$ cat src/rtl/spi_pkg.sv
// Shared constants and types for the SPI master arbiter.
//   DATA_W  : frame width, fixed to match the SPI slave (12 bits).
//   BIT_W   : width of the in-frame bit counter.
//   PER_W   : width of the sclk-period counter.
//   state_t : master frame FSM states.
//   dbg_t   : debug view of the FSM and divider strobes.
package spi_pkg;

  localparam int DATA_W = 12;
  localparam int BIT_W  = 4;
  localparam int PER_W  = 8;

  typedef enum logic [2:0] {
    IDLE,
    LOAD,
    SETUP,
    SHIFT,
    WAIT_DONE,
    GAP
  } state_t;

  typedef struct packed {
    state_t             state;
    logic [BIT_W-1:0]   bitcnt;
    logic               rise_tick;
    logic               fall_tick;
  } dbg_t;

endpackage

$ cat src/rtl/spi_clk_div.sv
// Free-running SPI clock divider.
//   clk       : system clock.
//   rst       : asynchronous active-high reset (sclk=0, count=0).
//   sclk      : SPI clock, half-period CLK_DIV clk cycles.
//   rise_tick : 1-clk strobe in the cycle whose ending edge raises sclk.
//   fall_tick : 1-clk strobe in the cycle whose ending edge lowers sclk.
module spi_clk_div #(
  parameter int CLK_DIV = 4
) (
  input  logic clk,
  input  logic rst,
  output logic sclk,
  output logic rise_tick,
  output logic fall_tick
);

  localparam int CNT_W = $clog2(CLK_DIV);

  logic [CNT_W-1:0] cnt;
  logic             wrap;

  assign wrap = (cnt == CNT_W'(CLK_DIV - 1));

  always_ff @(posedge clk or posedge rst) begin
    if (rst) begin
      cnt  <= '0;
      sclk <= 1'b0;
    end else if (wrap) begin
      cnt  <= '0;
      sclk <= ~sclk;
    end else begin
      cnt  <= cnt + 1'b1;
    end
  end

  // The strobes lead the sclk edge by one cycle so that registers updated
  // on a strobe change on the same clk edge that moves sclk.
  assign rise_tick = wrap & ~sclk;
  assign fall_tick = wrap &  sclk;

endmodule

$ cat src/rtl/spi_master_arbiter.sv
// Round-robin arbiter in front of a single 12-bit LSB-first SPI master.
//   clk, rst : system clock, asynchronous active-high reset.
//   req      : per-requester request level.
//   din      : flattened words, requester i at din[i*DATA_W +: DATA_W].
//   gnt      : one-hot 1-clk pulse in the cycle the word is captured.
//   ack      : one-hot 1-clk pulse when the slave reports done.
//   err      : 1-clk pulse when done_in does not arrive within TO_PER periods.
//   busy     : high from gnt until the inter-frame gap ends.
//   sclk, cs, mosi : SPI link (cs active-low).
//   done_in  : slave done, sclk-synchronous, sampled directly on clk.
//   dbg      : FSM state, bit counter and divider strobes.
//
// Handshake: req is a level; a requester is served when it sees its gnt bit
// pulse, at which point its din word has been captured and req may drop.
// A requester left high while another is served waits for a later IDLE.
module spi_master_arbiter
  import spi_pkg::*;
#(
  parameter int N_REQ   = 4,
  parameter int CLK_DIV = 4,
  parameter int TO_PER  = 4,
  parameter int GAP_PER = 2
) (
  input  logic                    clk,
  input  logic                    rst,
  input  logic [N_REQ-1:0]        req,
  input  logic [N_REQ*DATA_W-1:0] din,
  output logic [N_REQ-1:0]        gnt,
  output logic [N_REQ-1:0]        ack,
  output logic                    err,
  output logic                    busy,
  output logic                    sclk,
  output logic                    cs,
  output logic                    mosi,
  input  logic                    done_in,
  output dbg_t                    dbg
);

  localparam int IDX_W = $clog2(N_REQ);

  logic rise_tick;
  logic fall_tick;

  spi_clk_div #(.CLK_DIV(CLK_DIV)) u_clk_div (
    .clk       (clk),
    .rst       (rst),
    .sclk      (sclk),
    .rise_tick (rise_tick),
    .fall_tick (fall_tick)
  );

  state_t             state, state_n;
  logic [IDX_W-1:0]   ptr, ptr_n;
  logic [IDX_W-1:0]   winner, winner_n;
  logic [DATA_W-1:0]  word, word_n;
  logic [BIT_W-1:0]   bitcnt, bitcnt_n;
  logic [PER_W-1:0]   per_cnt, per_cnt_n;
  logic [N_REQ-1:0]   gnt_n, ack_n;
  logic               err_n, busy_n, cs_n, mosi_n;

  // Round-robin pick: first requester at or after ptr, wrapping.
  logic [IDX_W-1:0]   win_idx;
  always_comb begin : rr_pick
    int  j;
    logic found;
    found   = 1'b0;
    win_idx = '0;
    for (int k = 0; k < N_REQ; k++) begin
      j = int'(ptr) + k;
      if (j >= N_REQ) j = j - N_REQ;
      if (!found && req[IDX_W'(j)]) begin
        found   = 1'b1;
        win_idx = IDX_W'(j);
      end
    end
  end

  always_ff @(posedge clk or posedge rst) begin
    if (rst) begin
      state   <= IDLE;
      ptr     <= '0;
      winner  <= '0;
      word    <= '0;
      bitcnt  <= '0;
      per_cnt <= '0;
      gnt     <= '0;
      ack     <= '0;
      err     <= 1'b0;
      busy    <= 1'b0;
      cs      <= 1'b1;
      mosi    <= 1'b0;
    end else begin
      state   <= state_n;
      ptr     <= ptr_n;
      winner  <= winner_n;
      word    <= word_n;
      bitcnt  <= bitcnt_n;
      per_cnt <= per_cnt_n;
      gnt     <= gnt_n;
      ack     <= ack_n;
      err     <= err_n;
      busy    <= busy_n;
      cs      <= cs_n;
      mosi    <= mosi_n;
    end
  end

  always_comb begin
    state_n   = state;
    ptr_n     = ptr;
    winner_n  = winner;
    word_n    = word;
    bitcnt_n  = bitcnt;
    per_cnt_n = per_cnt;
    gnt_n     = '0;
    ack_n     = '0;
    err_n     = 1'b0;
    busy_n    = busy;
    cs_n      = cs;
    mosi_n    = mosi;

    case (state)
      IDLE: begin
        if (|req) begin
          winner_n       = win_idx;
          word_n         = din[win_idx*DATA_W +: DATA_W];
          gnt_n[win_idx] = 1'b1;
          ptr_n          = (win_idx == IDX_W'(N_REQ - 1)) ? '0 : win_idx + 1'b1;
          busy_n         = 1'b1;
          state_n        = LOAD;
        end
      end
      LOAD: begin
        if (fall_tick) begin
          cs_n    = 1'b0;
          state_n = SETUP;
        end
      end
      SETUP: begin
        // One full sclk period with cs low and mosi idle lets the slave
        // enter its read state before bit 0 is presented.
        if (fall_tick) begin
          mosi_n   = word[0];
          bitcnt_n = '0;
          state_n  = SHIFT;
        end
      end
      SHIFT: begin
        if (fall_tick) begin
          if (bitcnt < BIT_W'(DATA_W - 1)) begin
            bitcnt_n = bitcnt + 1'b1;
            mosi_n   = word[bitcnt + 1'b1];
          end else begin
            cs_n      = 1'b1;
            mosi_n    = 1'b0;
            per_cnt_n = '0;
            state_n   = WAIT_DONE;
          end
        end
      end
      WAIT_DONE: begin
        // done_in is checked first so a done arriving on the timeout
        // strobe still acks instead of flagging an error.
        if (done_in) begin
          ack_n[winner] = 1'b1;
          per_cnt_n     = '0;
          state_n       = GAP;
        end else if (fall_tick) begin
          if (per_cnt == PER_W'(TO_PER - 1)) begin
            err_n     = 1'b1;
            per_cnt_n = '0;
            state_n   = GAP;
          end else begin
            per_cnt_n = per_cnt + 1'b1;
          end
        end
      end
      GAP: begin
        if (fall_tick) begin
          if (per_cnt == PER_W'(GAP_PER - 1)) begin
            busy_n  = 1'b0;
            state_n = IDLE;
          end else begin
            per_cnt_n = per_cnt + 1'b1;
          end
        end
      end
      default: begin
        state_n = IDLE;
      end
    endcase
  end

  assign dbg.state     = state;
  assign dbg.bitcnt    = bitcnt;
  assign dbg.rise_tick = rise_tick;
  assign dbg.fall_tick = fall_tick;

endmodule

$ cat config.mk
export PLATFORM = sky130hd
export DESIGN_NAME = spi_master_arbiter
export DESIGN_NICKNAME = d
export VERILOG_FILES = /design/src/rtl/spi_pkg.sv /design/src/rtl/spi_clk_div.sv /design/src/rtl/spi_master_arbiter.sv
export SDC_FILE = /design/constraint.sdc
export NUM_CORES = 1
export LEC_CHECK = 0
export CORE_MARGIN = 5
export CORE_UTILIZATION = 50
export CTS_CLUSTER_SIZE = 20
export DETAILED_ROUTE_END_ITERATION = 12
export MAX_ROUTING_LAYER = met4
export PLACE_DENSITY = 0.91
export SYNTH_ARGS = -nofsm -noshare
export SYNTH_HDL_FRONTEND = slang
export SYNTH_SLANG_ARGS = --single-unit
$ cat constraint.sdc
create_clock -name clk -period 4.9 [get_ports clk]
set_clock_uncertainty 0.1 [all_clocks]
set_input_delay 0.98 -clock clk [delete_from_list [all_inputs] [get_ports clk]]
set_output_delay 0.98 -clock clk [all_outputs]
set_load 0.02 [all_outputs]
# Word-level counts from Yosys, hierarchy flattened
# Cells that the tools add are included.
# W data, S select, Z words.
# classes
reduce_logical,21
order_cmp,14
shifts,1
mul,1
n_bitwise,3
n_eq_ne,20
addsub,11
mux,74
# op_table
cell,n
$mux W8,7
$shiftx A48 B7 Y12,1
$mux W3,10
$mux W4,7
$mux W1,27
$pmux W8 S3,1
$mux W2,10
$ne A2 B2 Y1 const B,9
$pmux W3 S6,1
$lt A2 B4 Y1 const B,4
$reduce_and A4 Y1,3
$ge A3 B3 Y1 const B,3
$reduce_and A9 Y1,1
$add A8 B1 Y8 const B,1
$bmux W1 S2,4
$eq A8 B1 Y1 const B,1
$eq A8 B2 Y1 const B,1
$pmux W4 S2,1
$sub A2 B1 Y2 const B,4
$add A2 B2 Y3 const B,2
$eq A3 B2 Y1 const B,2
$eq A3 B3 Y1 const B,2
$lt A2 B3 Y1 const B,2
$ne A3 B3 Y1 const B,2
24 further kinds,39
# totals
input_bits,55
wordCells,159
out_inout_bits,22
register_bits,46

# Longest topological paths before layout
# Gate-level depths: netlist (run 1).
# depth
word_depth,21
mapped_depth,9
mapped_depth_nobuf,7

# By module
# Synthesis (run 1) repeated with hierarchy kept, for this count alone.
# hier_totals
hier_cells,289
hier_area_um2,2767.7
# by_module_without_submodules
mod,cells_each,instances,area_each_um2,seq_area_each_um2
spi_master_arbiter,280,1,2647.5,1077.3
spi_clk_div,9,1,120.1,75.1

# Worst setup path before layout (run 1)
# OpenSTA, ideal clock, no wires.
# synth_path
path_kind,input port to flip-flop
startpoint,in req[3]
endpoint,reg ptr[1]
path_stages,9
n_path_buf,3
setup_slack_ns,2.270
t_arrival_ns,2.413
path_cell_list,buf_2 -> nor2b_1 -> and2_1 -> buf_2 -> nor3_4 -> buf_2 -> ha_1 -> nand2_1 -> nand2_1
# synth_via
elab_chain_cells,15
word_cells_on_any_way,30
cone_classes,add/sub (1); eq/ne (1); mux (20); reduce/logical (8)
# synth_lines
item,line_no,source
"start, declared",spi_master_arbiter.sv:26,"input logic [N_REQ-1:0] req,"
$bmux W1 S2,spi_master_arbiter.sv:71,if (!found && req[IDX_W'(j)]) begin
$mux W1 (not written as such) (2 in series),spi_master_arbiter.sv:71,
$mux W1,spi_master_arbiter.sv:71,
$logic_not A1 Y1,spi_master_arbiter.sv:71,
$logic_and A1 B1 Y1,spi_master_arbiter.sv:71,
$mux W1,spi_master_arbiter.sv:71,
$logic_not A1 Y1,spi_master_arbiter.sv:71,
$logic_and A1 B1 Y1,spi_master_arbiter.sv:71,
$mux W1,spi_master_arbiter.sv:71,
$logic_not A1 Y1,spi_master_arbiter.sv:71,
$logic_and A1 B1 Y1,spi_master_arbiter.sv:71,
$mux W2,spi_master_arbiter.sv:71,
$add A2 B1 Y2 / $eq A2 B2 Y1 (equally long branches),spi_master_arbiter.sv:128,ptr_n = (win_idx == IDX_W'(N_REQ - 1)) ? '0 : win_idx + 1'b1;
$mux W2,spi_master_arbiter.sv:128,
"end signal, assigned",spi_master_arbiter.sv:94,ptr <= ptr_n;
"end, declared",spi_master_arbiter.sv:53,"logic [IDX_W-1:0] ptr, ptr_n;"
# Several ways; a longest one is shown, not always the timed one. The select of a mux whose other input is x is not followed.
# A chain may end at the register's enable or synchronous reset.

# Final worst setup path (run 1)
# layout_path
startpoint,in req[3]
endpoint,reg word[0]
# layout_via
elab_chain_cells,15
word_cells_on_any_way,29
cone_classes,mul (1); shift (1); mux (19); reduce/logical (8)
# layout_lines
item,line_no,source
$bmux W1 S2,spi_master_arbiter.sv:71,
$mux W1 (not written as such) (2 in series),spi_master_arbiter.sv:71,
$mux W1,spi_master_arbiter.sv:71,
$logic_not A1 Y1,spi_master_arbiter.sv:71,
$logic_and A1 B1 Y1,spi_master_arbiter.sv:71,
$mux W1,spi_master_arbiter.sv:71,
$logic_not A1 Y1,spi_master_arbiter.sv:71,
$logic_and A1 B1 Y1,spi_master_arbiter.sv:71,
$mux W1,spi_master_arbiter.sv:71,
$logic_not A1 Y1,spi_master_arbiter.sv:71,
$logic_and A1 B1 Y1,spi_master_arbiter.sv:71,
$mux W2,spi_master_arbiter.sv:71,
$mul A2 B2 Y4,spi_master_arbiter.sv:126,word_n = din[win_idx*DATA_W +: DATA_W];
$shiftx A48 B7 Y12,spi_master_arbiter.sv:126,
"end signal, assigned",spi_master_arbiter.sv:96,word <= word_n;
"end, declared",spi_master_arbiter.sv:55,"logic [DATA_W-1:0] word, word_n;"
# Several ways; a longest one is shown, not always the timed one. The select of a mux whose other input is x is not followed.

==> flow_summary.toml, run 1 <==
[synth]
async_reset_ff_share_pct = 100
synth.ff_latch_count = 46
yosysSeqAreaShare_pct = 41.4
ys_warn_count = 0
syn_area_um2 = 2780
synth_area_per_cell_um2 = 9.34
syn_inst = 298
synth_cell_types = 57
syn-num-nets = 358
synth-main-ff-cell = "dfrtp_1"
synth_edf_count = 0

[floorplanning]
die_x_um = 84.6
start_util_pct = 50.8
die_h_um = 84.6
num_io_pins = 77
die-area_um2 = 7160
core_area_um2 = 5470
rows = 27

[cells_and_area]
synthToLayoutAreaGrowth_pct = 30.3
fillers = 433
fin_area_um2 = 3630
fin_nets = 422
diodes = 0
drive_gt1_share_pct = 5.51

[sta]
finalSetupTns_ps = 0
fin_ws_ps = 1770
finalSetupViolations = 0
fmax_mhz = 319
fin_crit_sh_pct = 63.9
tightest_slew_ps = 976
maxSlewViolCount = 0
max_slew_margin_pct = 34.7
hold_viol_final = 0
rsz0062_at_grt = "false"
fin_crit_ps = 3130

[cts]
root_buffer = "clkbuf_8"
cts_tree = "built"
cts_buffer_depth = 2
post_cts_resized = 0
clk_latency_ps = 300
cts_sinks = 46
cts_buffers = 5
htree_levels = 2
ctsHoldBuffers = 0
cts.clk_slew.worst_paths_ps = 70
cts_setup_buffers = 0

[flow_run]
maxCapViolCount = 0

[global_routing]
grt_pass1_wl_mm = 12.2
grt.met3_usage_pct = 3.73
grt_use_met2_pct = 34.2
grt.met1_usage_pct = 28.1
antenna_found_initial = 0
grt-busiest-layer = "met2"
grt_max_degree = 47
grt.overflow.total = 0
grt_use_total_pct = 21.8
grt_pass1_vias = 2553

[routing]
dr.pass1.iters = 5
detail_route.iter0.violations = 269
num_vias = 2584
drt_wl_total_mm = 7.33
viasPerCell = 5.94
post_drt_wl_per_cell_um = 16.8
drc = 0
ant_nets = 0

[power]
p_leak_nw = 1.54
vdd_drop_max_mv = 0.106
powerDensity_nw_per_um2 = 214
finalPower_uw = 774

[placement]
placed_area_um2 = 3550
place_hpwl_mm = 5.58
port_buffers = 76
gp_congestion = 0.908
pre_cts_slack_ps = 1480

[worst_setup_path]
worst_ep_arrival_time_ps = 3180
critPathMaxFanout = 17
worstSetupPathType = "in2reg"
cp-end-kind = "register"
crit_path_top_delay_cell = "nor3_4"
crit_required_ps = 4940
start_kind = "primary input"
cp_cell_sequence = "clkdlybuf4s50_1 -> nor2b_1 -> and2_1 -> nor3_4 -> mux2i_1 -> o221ai_1"
critPathMaxStageDelay_ps = 680

[min_path]
hold_class = "reg2reg"

[run_status]
outcome = "finished, final reports clean"
[flip-flops by register name, summed over array words and instances (netlist names)]
register,count
word,12
per_cnt,8
ack,4
bitcnt,4
gnt,4
state,3
ptr,2
u_clk_div.cnt,2
winner,2
busy,1
cs,1
err,1
mosi,1
u_clk_div.sclk,1
[cell usage in the layout, fill, tap and decap left out, drive strengths merged, types with 4 or more instances in the layout]
cell,n
o211ai,4
and2,4
nor2b,7
clkbuf,8
ha,5
nor2,28
nand4,5
a21oi,11
nand2,27
a21boi,7
o31ai,8
o21bai,4
nand2b,6
nand3,8
a21o,4
a211o,7
nor3,6
clkdlybuf4s50,76
o21ai,14
dfrtp,45
mux2i,9
a22o,6
and3,8
inv,6
a221oi,6
[through the flow]
| stage | utilization [%] | cells | hold WS, ps |
|---|---|---|---|
| after floorplan | - | 298 | 303 |
| after global placement | 64.8 | 427 | 315 |
| after detailed placement | 64.8 | 427 | 324 |
| after CTS | 66.3 | 435 | 337 |
| after global routing | 66.3 | 435 | 348 |
| final | 66.3 | 435 | 332 |
[layout make-up]
class,instances,area (um^2),share of cell area (%)
Multi-Input combinational cell,227,1520,41.9
Sequential cell,46,1150,31.8
Timing Repair Buffer,76,761,21.0
Tap cell,72,90.1,2.48
Clock buffer,8,80.1,2.21
Inverter,6,22.5,0.621
[cells in the mapped netlist, drive strengths merged (8+ instances only)]
master | instances | area [um^2]
dfrtp | 45 | 1130
nor2 | 28 | 105
nand2 | 27 | 101
o21ai | 14 | 70.1
a21oi | 11 | 55.1
clkbuf | 10 | 37.5
buf | 9 | 50.0
mux2i | 9 | 90.1
and3 | 8 | 50.1
nand3 | 8 | 40.0
o31ai | 8 | 60.1
[power breakdown]
group	switching, mW	leakage [nW]	internal [mW]	total [mW]
sequential	0.0129	0.585	0.395	0.408
combinational	0.0677	0.915	0.0765	0.144
clock	0.121	0.0395	0.101	0.222
[critical path: cells and delay by family]
family,cells,cell delay (ps)
buffers and inverters,1,620
muxes,1,340
and+or+nand+nor,3,1060
AOI/OAI and AO/OA,1,140
[final timing paths]
path,slack (ps),to,startpoint,cells after the start
worst max-delay path,1770,word[0],req[3],6
worst min-delay path,330,u_clk_div.cnt[0],u_clk_div.cnt[0],1
worst max register to register,2300,per_cnt[0],per_cnt[3],5
worst min register to register,330,u_clk_div.cnt[0],u_clk_div.cnt[0],1
max in group asynchronous,3020,err,rst,2
min in group asynchronous,1100,gnt[1],rst,2
[layer usage]
metal / up-vias / share of wire, % / wire, um
li1: 1238 / - / -
met1: 1232 / 43 / 3180
met2: 98 / 49 / 3610
met3: 16 / 4.7 / 347
met4: 0 / 2.5 / 186
met5: - / 0 / 0
[logic make-up (layout without fill, tap and decap cells)]
group | count (synthesis) | count (layout) | synth area share, %
and+or+nand+nor | 113 | 113 | 20.9
AOI/OAI and AO/OA | 92 | 92 | 24.0
DFF | 46 | 46 | 41.4
buffers and inverters | 25 | 90 | 3.96
muxes | 15 | 15 | 6.88
adders and majority gates | 5 | 5 | 2.25
xor gates and xnor gates | 2 | 2 | 0.630
No activity file was read; power rests on OpenSTA's default activity.
==> run 2: changes to the inputs <==
Settings changed: CORE_UTILIZATION 50 to 48, PLACE_DENSITY 0.91 to 0.88.
Clock period 4.9 ns to 3.1 ns, I/O delays scaled along.
==> flow_summary.toml, run 2 (synthesis gave the netlist of run 1 again) <==
[sta]
finalSetupTns_ps = 0
fin_ws_ps = 441
rsz0062_at_grt = "false"
fin_crit_sh_pct = 85.8
fmax_mhz = 376
hold_viol_final = 0
fin_crit_ps = 2660
finalSetupViolations = 0
max_slew_margin_pct = 49.3
tightest_slew_ps = 756
maxSlewViolCount = 0

[cells_and_area]
diodes = 0
multi_input_area_um2 = 1520
largest_reg_flops = 12
top_register = "word"
seqCellArea_um2 = 1150
fillers = 447
synthToLayoutAreaGrowth_pct = 33.1
drive_gt1_share_pct = 8.33
final_cell_mix = "76 x clkdlybuf4s50_1, 45 x dfrtp_1, 28 x nor2_1, 27 x nand2_1, 14 x o21ai_0"
fin_nets = 431
fin_area_um2 = 3700
final_common_cell = "clkdlybuf4s50_1"
utilization_pct = 66.5
top_regs = "word (12), per_cnt (8)"

[global_routing]
antenna_found_initial = 0
grt_pass1_wl_mm = 11.9
grt_use_total_pct = 20.7
grt_pass1_vias = 2474
grt_max_degree = 47
grt.overflow.total = 0

[floorplanning]
die_h_um = 86.1
die-area_um2 = 7420
num_io_pins = 77
die_x_um = 86.1
start_util_pct = 49.9
rows = 27
core_area_um2 = 5570

[routing]
num_vias = 2598
detail_route.iter0.violations = 156
post_drt_wl_per_cell_um = 16.5
dr.pass1.iters = 4
drt_wl_total_mm = 7.31
drc = 0
ant_nets = 0
viasPerCell = 5.85

[worst_setup_path]
cp-end-kind = "register"
cp_cell_sequence = "clkdlybuf4s50_1 -> nor2b_1 -> a211oi_1 -> nor2_1 -> a2111oi_0 -> a311oi_1"
rrSetupSlack_ps = 710
critical_path.top_delay_family = "compound AO/OA/AOI/OAI gates"
reg2regPathDepth = 5
worst_ep_arrival_time_ps = 2710
path_depth = 6
worstSetupPathType = "in2reg"
crit_required_ps = 3150
crit_buf_inv = 1
crit_path_top_delay_cell = "a2111oi_0"
critPathMaxStageDelay_ps = 630
start_kind = "primary input"
reg2reg_from = "bitcnt[0]"
critPathMaxFanout = 11
r2r_end = "mosi"

[min_path]
min-delay-start = "u_clk_div.cnt[0]"
hold_class = "reg2reg"
min_path_cells = 1
hold_end = "u_clk_div.cnt[0]"

[cts]
cts_setup_buffers = 0
post_cts_resized = 0
cts.clk_slew.worst_paths_ps = 80
htree_levels = 2
root_buffer = "clkbuf_8"
cts_buffers = 5
cts_tree = "built"
cts_buffer_depth = 2
ctsHoldBuffers = 0
cts_sinks = 46
clk_latency_ps = 300

[power]
p_leak_nw = 1.59
finalPower_mw = 1.25
p_sw_share_pct = 25.6
seqPwrFrac_pct = 51.7
p_int_uw = 931
vdd_drop_max_mv = 0.214
p_switching_uw = 320
p_comb_share_pct = 18.5
p_clk_share_pct = 29.8
powerDensity_nw_per_um2 = 338

[placement]
gp_congestion = 0.821
port_buffers = 76
placed_area_um2 = 3610
place_hpwl_mm = 5.63
pre_cts_slack_ps = 177

[flow_run]
maxCapViolCount = 0

[run_status]
outcome = "finished, final reports clean"
==> run 2: metrics by stage <==
stage                     instances  hold slack, ps
final                           444             339
after floorplan                 298             303
after global routing            444             364
after CTS                       444             340
after detailed placement        436             329
after global placement          436             315
==> run 2: worst max-delay path by stage <==
stage,end,start
after global placement,word[2],req[0]
after CTS,dbg[0],u_clk_div.cnt[0]
after floorplan,ptr[1],req[3]
after global routing,word[2],req[1]
after detailed placement,word[2],req[0]
final,word[2],req[1]
==> run 2: power by group through the flow <==
stage | clock network (mW) | logic (mW) | registers [mW]
final | 0.373 | 0.232 | 0.646
after global routing | 0.405 | 0.254 | 0.648
after CTS | 0.380 | 0.231 | 0.645
after detailed placement | 0 | 0.231 | 0.657
after global placement | 0 | 0.223 | 0.655
after floorplan | 0 | 0.129 | 0.648
==> run 2: worst reg2reg max path, stage by stage, from the launching register on <==
cell and delay (ps):
dfrtp_1 500, ha_1 440, mux4_2 530, mux2_2 290, a311oi_1 340, nor2_1 70
==> run 2: routing by layer <==
metal	vias up	global-route usage (%)	wire (um)	part of all wire [%]
li1	1263	-	-	-
met1	1258	26.6	3150	43
met4	0	6.33	93	1.3
met3	7	2.98	327	4.5
met2	70	33.9	3740	51
met5	-	-	0	0
==> run 2: final cells by class <==
cell class	count	share of cell area [%]
inverters	6	0.608
clock buffers	7	2.33
multi-input cells	227	41.0
well taps	72	2.43
clock inverters	1	0.135
repair buffers	85	22.4
flip-flops and latches	46	31.1
==> run 3: changes to the inputs <==
Settings changed: CAP_MARGIN set to 0, CTS_CLUSTER_SIZE 20 to not set.
==> results of run 3 <==
Same layout as run 2: the final DEF is identical, and so are final timing and power.
